<file path="src/rtl/brq_dmem_pkg.sv">
// Shared definitions for the data-memory bridge: FSM states, funct3 size codes
// and the byte-lane helpers used on the store and request side.
package brq_dmem_pkg;

    typedef enum logic [1:0] {
        IDLE = 2'd0,
        REQ  = 2'd1,
        WAIT = 2'd2,
        RESP = 2'd3
    } dmem_state_e;

    localparam logic [2:0] SIZE_B  = 3'b000;
    localparam logic [2:0] SIZE_H  = 3'b001;
    localparam logic [2:0] SIZE_W  = 3'b010;
    localparam logic [2:0] SIZE_BU = 3'b100;
    localparam logic [2:0] SIZE_HU = 3'b101;

    // Byte-lane strobes; only the width bits of the size code matter here.
    function automatic logic [3:0] be_gen(input logic [2:0] size, input logic [1:0] addr_lo);
        logic [3:0] be;
        case (size[1:0])
            2'b00:   be = 4'b0001 << addr_lo;
            2'b01:   be = 4'b0011 << addr_lo;
            default: be = 4'b1111;
        endcase
        return be;
    endfunction

    // Unsupported size codes are reported exactly like a misaligned access.
    function automatic logic access_ok(input logic [2:0] size, input logic [1:0] addr_lo);
        logic ok;
        case (size)
            SIZE_B, SIZE_BU: ok = 1'b1;
            SIZE_H, SIZE_HU: ok = ~addr_lo[0];
            SIZE_W:          ok = (addr_lo == 2'b00);
            default:         ok = 1'b0;
        endcase
        return ok;
    endfunction

    function automatic logic [31:0] wdata_align(input logic [2:0] size, input logic [31:0] wdata);
        logic [31:0] lanes;
        case (size[1:0])
            2'b00:   lanes = {4{wdata[7:0]}};
            2'b01:   lanes = {2{wdata[15:0]}};
            default: lanes = wdata;
        endcase
        return lanes;
    endfunction

endpackage

</file>
<file path="src/rtl/brq_load_align.sv">
// Load-side lane select: picks the addressed byte/half of the bus word and
// sign- or zero-extends it according to the funct3 size code.
module brq_load_align
    import brq_dmem_pkg::*;
(
    input  logic [2:0]  size,
    input  logic [1:0]  addr_lo,
    input  logic [31:0] word,
    output logic [31:0] data
);

    logic [7:0]  lanes [4];
    logic [7:0]  byte_sel;
    logic [15:0] half_sel;

    for (genvar gi = 0; gi < 4; gi++) begin : g_lane
        assign lanes[gi] = word[8*gi +: 8];
    end

    assign byte_sel = lanes[addr_lo];
    assign half_sel = {lanes[{addr_lo[1], 1'b1}], lanes[{addr_lo[1], 1'b0}]};

    always_comb begin
        data = word;
        case (size)
            SIZE_B:  data = {{24{byte_sel[7]}}, byte_sel};
            SIZE_BU: data = {24'h000000, byte_sel};
            SIZE_H:  data = {{16{half_sel[15]}}, half_sel};
            SIZE_HU: data = {16'h0000, half_sel};
            default: data = word;
        endcase
    end

endmodule

</file>
<file path="src/rtl/brq_dmem_bridge.sv">
// Bridges the core's single-cycle load/store request onto a req/gnt/rvalid
// data-memory bus, stalling the core until completion or timeout.
module brq_dmem_bridge
    import brq_dmem_pkg::*;
#(
    parameter int DataWidth     = 32,
    parameter int AddrWidth     = 15,
    parameter int TimeoutCycles = 255
) (
    input  logic                 brq_clk,
    input  logic                 brq_rst,
    input  logic [AddrWidth-1:0] core_addr,
    input  logic [DataWidth-1:0] core_wdata,
    input  logic                 core_read_en,
    input  logic                 core_write_en,
    input  logic [2:0]           core_byte_en,
    output logic [DataWidth-1:0] core_rdata,
    output logic                 core_stall,
    output logic                 core_misalign,
    output logic                 core_err,
    output logic                 bus_req,
    output logic                 bus_we,
    output logic [AddrWidth-3:0] bus_addr,
    output logic [3:0]           bus_be,
    output logic [DataWidth-1:0] bus_wdata,
    input  logic                 bus_gnt,
    input  logic                 bus_rvalid,
    input  logic [DataWidth-1:0] bus_rdata
);

    localparam int CntWidth = $clog2(TimeoutCycles + 1);
    localparam logic [CntWidth-1:0] CntLast = CntWidth'(TimeoutCycles - 1);

    dmem_state_e          state_reg, state_next;
    logic [CntWidth-1:0]  cnt_reg;
    logic [AddrWidth-1:0] addr_reg;
    logic [DataWidth-1:0] wdata_reg;
    logic [DataWidth-1:0] rdata_reg;
    logic [2:0]           size_reg;
    logic                 we_reg;
    logic                 err_reg;

    logic                 req_any;
    logic                 capture;
    logic                 load_done;
    logic                 timeout;
    logic [DataWidth-1:0] load_data;

    brq_load_align u_load_align (
        .size    (size_reg),
        .addr_lo (addr_reg[1:0]),
        .word    (bus_rdata),
        .data    (load_data)
    );

    always_comb begin
        state_next    = state_reg;
        capture       = 1'b0;
        load_done     = 1'b0;
        timeout       = 1'b0;
        core_stall    = 1'b0;
        core_misalign = 1'b0;
        req_any       = core_read_en | core_write_en;
        case (state_reg)
            IDLE: begin
                if (req_any) begin
                    if (access_ok(core_byte_en, core_addr[1:0])) begin
                        capture    = 1'b1;
                        core_stall = 1'b1;
                        state_next = REQ;
                    end else begin
                        core_misalign = 1'b1;
                    end
                end
            end
            REQ: begin
                core_stall = 1'b1;
                if (bus_gnt) begin
                    state_next = we_reg ? RESP : WAIT;
                end else if (cnt_reg == CntLast) begin
                    timeout    = 1'b1;
                    state_next = RESP;
                end
            end
            WAIT: begin
                core_stall = 1'b1;
                if (bus_rvalid) begin
                    load_done  = 1'b1;
                    state_next = RESP;
                end else if (cnt_reg == CntLast) begin
                    timeout    = 1'b1;
                    state_next = RESP;
                end
            end
            RESP: begin
                state_next = IDLE;
            end
            default: begin
                state_next = IDLE;
            end
        endcase
    end

    // Write wins when both enables are set; the bus fields only carry the
    // captured request while it is actually being offered.
    always_ff @(posedge brq_clk or negedge brq_rst) begin
        if (!brq_rst) begin
            state_reg <= IDLE;
            cnt_reg   <= '0;
            addr_reg  <= '0;
            wdata_reg <= '0;
            size_reg  <= '0;
            we_reg    <= 1'b0;
            rdata_reg <= '0;
            err_reg   <= 1'b0;
        end else begin
            state_reg <= state_next;
            if (state_next != state_reg) begin
                cnt_reg <= '0;
            end else if (state_reg == REQ || state_reg == WAIT) begin
                cnt_reg <= cnt_reg + 1'b1;
            end
            if (capture) begin
                addr_reg  <= core_addr;
                wdata_reg <= core_wdata;
                size_reg  <= core_byte_en;
                we_reg    <= core_write_en;
            end
            if (load_done) begin
                rdata_reg <= load_data;
            end else if (timeout) begin
                rdata_reg <= '0;
            end
            if (timeout) begin
                err_reg <= 1'b1;
            end
        end
    end

    assign bus_req    = (state_reg == REQ);
    assign bus_we     = bus_req & we_reg;
    assign bus_addr   = bus_req ? addr_reg[AddrWidth-1:2] : '0;
    assign bus_be     = bus_req ? be_gen(size_reg, addr_reg[1:0]) : 4'b0000;
    assign bus_wdata  = bus_we ? wdata_align(size_reg, wdata_reg) : '0;
    assign core_rdata = rdata_reg;
    assign core_err   = err_reg;

endmodule

</file>
<file path="config.mk">
export PLATFORM = sky130hd
export DESIGN_NAME = brq_dmem_bridge
export DESIGN_NICKNAME = d
export VERILOG_FILES = /design/src/rtl/brq_dmem_pkg.sv /design/src/rtl/brq_load_align.sv /design/src/rtl/brq_dmem_bridge.sv
export SDC_FILE = /design/constraint.sdc
export NUM_CORES = 1
export LEC_CHECK = 0
export ABC_AREA = 1
export BUFFER_PORTS_ARGS = -buffer_cell sky130_fd_sc_hd__buf_4
export CORE_MARGIN = 1
export CORE_UTILIZATION = 35
export CTS_BUF_LIST = sky130_fd_sc_hd__clkbuf_4
export DETAILED_ROUTE_END_ITERATION = 8
export GPL_TIMING_DRIVEN = 0
export SYNTH_ARGS = -nofsm -noshare
export SYNTH_HDL_FRONTEND = slang
export SYNTH_HIERARCHICAL = 1
export SYNTH_SLANG_ARGS = --single-unit
</file>
<file path="constraint.sdc">
create_clock -name brq_clk -period 4 [get_ports brq_clk]
set_input_delay 0.4 -clock brq_clk [delete_from_list [all_inputs] [get_ports brq_clk]]
set_output_delay 0.4 -clock brq_clk [all_outputs]
set_load 0.02 [all_outputs]
</file>
# [After elaboration in Yosys (flattened, before gate mapping)]
# Index checks and enable logic that the tools add are counted.
[word_totals] ff_bits=94 input_bits=88 output_inout_bits=86 elab_cells=86
[op_classes] add_sub_neg=1 order_cmp=3 eq_ne=13 shift=2 n_mux=42 n_bitwise=6 reduce_logical=11
[ops] cell="$pmux 32 s4" count=1
[ops] cell="$mux 32" count=3
[ops] cell="$mux 8" count=8
[ops] cell="$pmux 32 s2" count=1
[ops] cell="$bmux 8 s2" count=3
[ops] cell="$mux 1" count=14
[ops] cell="$mux 13" count=1
[ops] cell="$eq 3x3->1 const B" count=4
[ops] cell="$mux 2" count=5
[ops] cell="$ge 3x3->1 const B" count=3
[ops] cell="$not 2->3" count=3
[ops] cell="$add 8x1->8 const B" count=1
[ops] cell="$eq 8x8->1 const B" count=1
[ops] cell="$pmux 2 s4" count=1
[ops] cell="$pmux 4 s2" count=1
[ops] cell="$eq 3x1->1 const B" count=2
[ops] cell="$logic_not 2->1" count=3
[ops] cell="$logic_not 3->1" count=2
[ops] cell="$reduce_or 2->1" count=3
[ops] cell="$eq 2x1->1 const B" count=2
[ops] cell="$eq 2x2->1 const B" count=2
[ops] cell="$mux 4" count=1
[ops] cell="$pmux 1 s2" count=2
[ops] cell="$reduce_bool 2->1" count=2
[ops] cell="other kinds (9)" count=9

# [Logic depth before layout (Yosys ltp)]
[logic_depth] ltp_word=10 mapped_depth=13 depth_no_buf=13

# [By module]
# The synthesis kept the hierarchy.
[by_module_without_submodules] module="brq_dmem_bridge" instances=1 cells_each=484 area_each_um2=4544.4 seq_area_each_um2=2352.3
[by_module_without_submodules] module="brq_load_align" instances=1 cells_each=169 area_each_um2=872.1 seq_area_each_um2=0.0

# [Worst setup path before layout]
# No wires, ideal clock.
[synth_path] kind="reg-to-output" startpoint="reg state_reg[1]" endpoint="out bus_wdata[16]" t_arrival_ns=1.889 required_time_ns=3.600 path_slack_ns=1.711 stages_incl_launch_ff=9 n_path_buf=2 path_cell_list="dfrtp_1 -> inv_1 -> ha_1 -> buf_2 -> nand2_1 -> inv_1 -> buf_2 -> o21ai_0 -> a21oi_1"
[synth_between] elab_chain_len=3
[synth_rtl] item="start: declaration" line="brq_dmem_bridge.sv:34" text="dmem_state_e state_reg, state_next;"
[synth_rtl] item="start signal: assignment" line="brq_dmem_bridge.sv:117" text="state_reg <= state_next;"
[synth_rtl] item="$eq 2x1->1" line="brq_dmem_bridge.sv:140" text="assign bus_req = (state_reg == REQ);"
[synth_rtl] item="net bus_req" line="brq_dmem_bridge.sv:21" text="output logic bus_req,"
[synth_rtl] item="$and 1x1->1" line="brq_dmem_bridge.sv:141" text="assign bus_we = bus_req & we_reg;"
[synth_rtl] item="net bus_we" line="brq_dmem_bridge.sv:22" text="output logic bus_we,"
[synth_rtl] item="$mux 32" line="brq_dmem_bridge.sv:144" text="assign bus_wdata = bus_we ? wdata_align(size_reg, wdata_reg) : '0;"
[synth_rtl] item="end: declaration" line="brq_dmem_bridge.sv:25" text="output logic [DataWidth-1:0] bus_wdata,"
# The timed path passes the listed nets, and every way through them passes these cells.

# [Worst setup path after layout]
[layout_path] startpoint="reg state_reg[1]" endpoint="out bus_wdata[18]"
[layout_between] elab_chain_len=3
[layout_rtl] item="$eq 2x1->1" line="brq_dmem_bridge.sv:140"
[layout_rtl] item="$and 1x1->1" line="brq_dmem_bridge.sv:141"
[layout_rtl] item="$mux 32" line="brq_dmem_bridge.sv:144"
# Every way passes these cells.

==> impl_metrics.env <==
export IMPL_placed_cells_incl_taps=1014
export IMPL_cp_cell_sequence="inv_1 > ha_1 > buf_2 > nand2_1 > inv_1 > buf_2 > o21ai_0 > a21oi_1 > buf_4"
export IMPL_gr_total_overflow=0
export IMPL_met2_wirelength_mm=7.27
export IMPL_synth_cells=653
export IMPL_vias=4983
export IMPL_rsz0062_at_grt="false"
export IMPL_period_needed_ns=2.98
export IMPL_switchingPower_mw=2.46
export IMPL_timing_max_cap_violations=0
export IMPL_p_leak_nw=3.96
export IMPL_worst_path_max_fanout=10
export IMPL_ys_seq_elements=94
export IMPL_clkSlewWorstSetupHoldPaths_ns=0.16
export IMPL_layout_skew_ns=0.0193
export IMPL_numClockSinks=94
export IMPL_ys_top_cells_by_count="sky130_fd_sc_hd__nand2_1 (163), sky130_fd_sc_hd__dfrtp_1 (94), sky130_fd_sc_hd__nand3_1 (66)"
export IMPL_power_density_mw_per_mm2=742
export IMPL_cp_slowest_stage_delay_ns=0.50
export IMPL_critical_setup_path_kind="flop to output pin"
export IMPL_swShare_pct=46.5
export IMPL_synth_seq_area_share_pct=43.4
export IMPL_finalWorstSetupSlack_ns=1.02
export IMPL_vias_per_cell=4.83
export IMPL_yosys_most_used_dff="sky130_fd_sc_hd__dfrtp_1"
export IMPL_grt_first_pass_wirelength_mm=25.7
export IMPL_final_min_period_over_clock_period_pct=74.6
export IMPL_pre_cts_slack_ns=1.50
export IMPL_synth_edf_count=0
export IMPL_nFillCells=1566
export IMPL_wl_met3_mm=1.43
export IMPL_cell_type_with_the_highest_aggregate_area_in_the_netlist="sky130_fd_sc_hd__dfrtp_1"
export IMPL_wirelength_met1_mm=6.88
export IMPL_arrival_worst_endpoint_ns=2.58
export IMPL_floorplan_initialDensity_pct=35.8
export IMPL_share_clk_of_total_power_pct=10.3
export IMPL_grt_pass1_vias=4964
export IMPL_floorplan_die_area_mm2=0.0160
export IMPL_io_buffer_count=173
export IMPL_clock_fmax_mhz=335
export IMPL_mappedNetlistNets=748
export IMPL_timing_hold_ws_ns=0.117
export IMPL_worst_path_max_delay_cell="sky130_fd_sc_hd__dfrtp_1"
export IMPL_regToRegSetupSlack_ns=1.75
export IMPL_cts_root_buf="sky130_fd_sc_hd__clkbuf_4"
export IMPL_gp_routability_congestion=0.841
export IMPL_post_synth_cell_area_avg_um2=8.29
export IMPL_antennaDiodeCount=0
export IMPL_placedInstanceArea_mm2=0.00695
export IMPL_outcome="completed"
export IMPL_postCtsSetupRepairBufs=0
export IMPL_avgRoutedWirePerCell_um=15.4
export IMPL_cts_resized_gates=0
export IMPL_design_area_mm2=0.00712
export IMPL_cts_tree="done"
export IMPL_peakVddDrop_mv=0.331
export IMPL_cts_made_buffers=9
export IMPL_die_h_um=126
export IMPL_clock_insertion_delay_worst_skew_ns=0.48
export IMPL_combinationalPowerShare_pct=58.4
export IMPL_tightest_slew_ns=0.511
export IMPL_drcViolationCount=0
export IMPL_hold_viol=0
export IMPL_final_max_slew_violation_count=0
export IMPL_finalSetupTns_ns=0
export IMPL_drt_first_iter_violations=297
export IMPL_startpoint_types="flop"
export IMPL_relSlewSlack_pct=66.0
export IMPL_groute_usage_overall_pct=20.7
export IMPL_cellInternalPower_mw=2.83
export IMPL_ctsHoldBuffers=0
export IMPL_yosys_top_cells_area="sky130_fd_sc_hd__dfrtp_1 (43%), sky130_fd_sc_hd__nand2_1 (11%), sky130_fd_sc_hd__nand3_1 (6.1%)"
export IMPL_final_layout_size_suffix_gt1_share_pct=33.8
export IMPL_grt_max_degree=95
export IMPL_hpwl_mm=12.1
export IMPL_antenna_found_initial=0
export IMPL_power_share_sequential_pct=31.4
export IMPL_route_antenna_remaining_nets=0
export IMPL_fp_row_count=45
export IMPL_max_clock_path_buffers=2
export IMPL_finish_cell_count_without_fillers=1032
export IMPL_fp_coreArea_mm2=0.0151
export IMPL_synth_most_common_cell="sky130_fd_sc_hd__nand2_1"
export IMPL_cts_max_level=3
export IMPL_chipWidth_um=126
export IMPL_num_nets_final=934
export IMPL_ioPinCount=174
export IMPL_setup_worst_path_end_class="output pin"
export IMPL_netlist_cell_type_count=33
export IMPL_cell_area_after_synthesis_mm2=0.00542
export IMPL_wl_mm=15.9
export IMPL_area_growth_syn_to_layout_pct=31.5
export IMPL_timing_critical_path_required_ns=3.60
export IMPL_worstHoldPathType="primary input to flop"
export IMPL_synth_top_area_share_pct=43.4
export IMPL_setup_viol_count_final=0
export IMPL_synth_warning_count=6
export IMPL_asyncSetResetFlopFracSynth_pct=100
export IMPL_drt_pass1_iterations=5
export IMPL_top_signal_layer_used="met4"
## cell families after synthesis
group | after synthesis | share of synthesized area (%)
simple gates | 340 | 29.5
flops | 94 | 43.4
fa+ha+maj | 7 | 1.62
compound gates | 69 | 6.72
mux | 40 | 9.70
buf+inv | 96 | 7.92
xor+xnor | 7 | 1.13
## layout make-up
| class | count | area (um^2) | share of cell area (%) |
|---|---|---|---|
| Buffer | 32 | 189 | 2.65 |
| Inverter | 64 | 240 | 3.37 |
| Clock buffer | 10 | 75.1 | 1.05 |
| Clock inverter | 6 | 61.3 | 0.861 |
| Timing Repair Buffer | 175 | 1340 | 18.8 |
| Sequential cell | 94 | 2350 | 33.0 |
| Tap cell | 188 | 235 | 3.30 |
| Multi-Input combinational cell | 463 | 2640 | 37.0 |
## power by group through the flow
stage | Combinational [mW] | Clock [mW] | Sequential, mW
floorplan | 1.94 | 0 | 1.75
global placement | 3.08 | 0 | 1.67
detailed placement | 3.10 | 0 | 1.68
CTS | 3.11 | 0.561 | 1.66
global route | 3.41 | 0.598 | 1.72
finish | 3.08 | 0.543 | 1.66
## critical path: cells and delay by family, from the launching register on
family	cells	cell delay, ns
fa+ha+maj	1	0.16
compound gates	2	0.36
flops	1	0.50
buf+inv	5	0.94
simple gates	1	0.14
## layout by cell type, fill, tap and decap left out, drive strengths merged, types with 6 or more instances in the layout
master    n
o21ai    27
mux2     40
dfrtp    94
nor2     69
nand2   170
buf     194
nand3    88
o22ai     9
nor3      6
ha        7
a21oi    30
clkbuf   22
xor2      6
inv      64
## metrics by stage
step | util, % | power [mW]
finish | 47.0 | 5.29
global route | 47.0 | 5.72
CTS | 46.8 | 5.33
detailed placement | 45.9 | 4.78
global placement | 45.9 | 4.76
floorplan | - | 3.69
## final timing paths
check | end | from | depth (start not counted)
max | bus_wdata[18] | state_reg[1]$_DFF_PN0_ | 9
min | wdata_reg[22]$_DFFE_PN0P_ | core_wdata[22] | 2
max reg2reg | core_rdata[5]$_DFFE_PN0P_ | state_reg[1]$_DFF_PN0_ | 7
min reg2reg | core_err$_DFFE_PN0P_ | core_err$_DFFE_PN0P_ | 2
max in group asynchronous | wdata_reg[7]$_DFFE_PN0P_ | brq_rst | 3
min in group asynchronous | core_rdata[26]$_DFFE_PN0P_ | brq_rst | 2
## routing by layer
| metal | up-vias | GRT usage, % |
|---|---|---|
| met3 | 18 | 6.50 |
| met2 | 166 | 33.4 |
| li1 | 2484 | - |
| met1 | 2315 | 25.8 |
| met5 | - | 0 |
| met4 | 0 | 7.94 |
(Power assumes the default switching activity.)
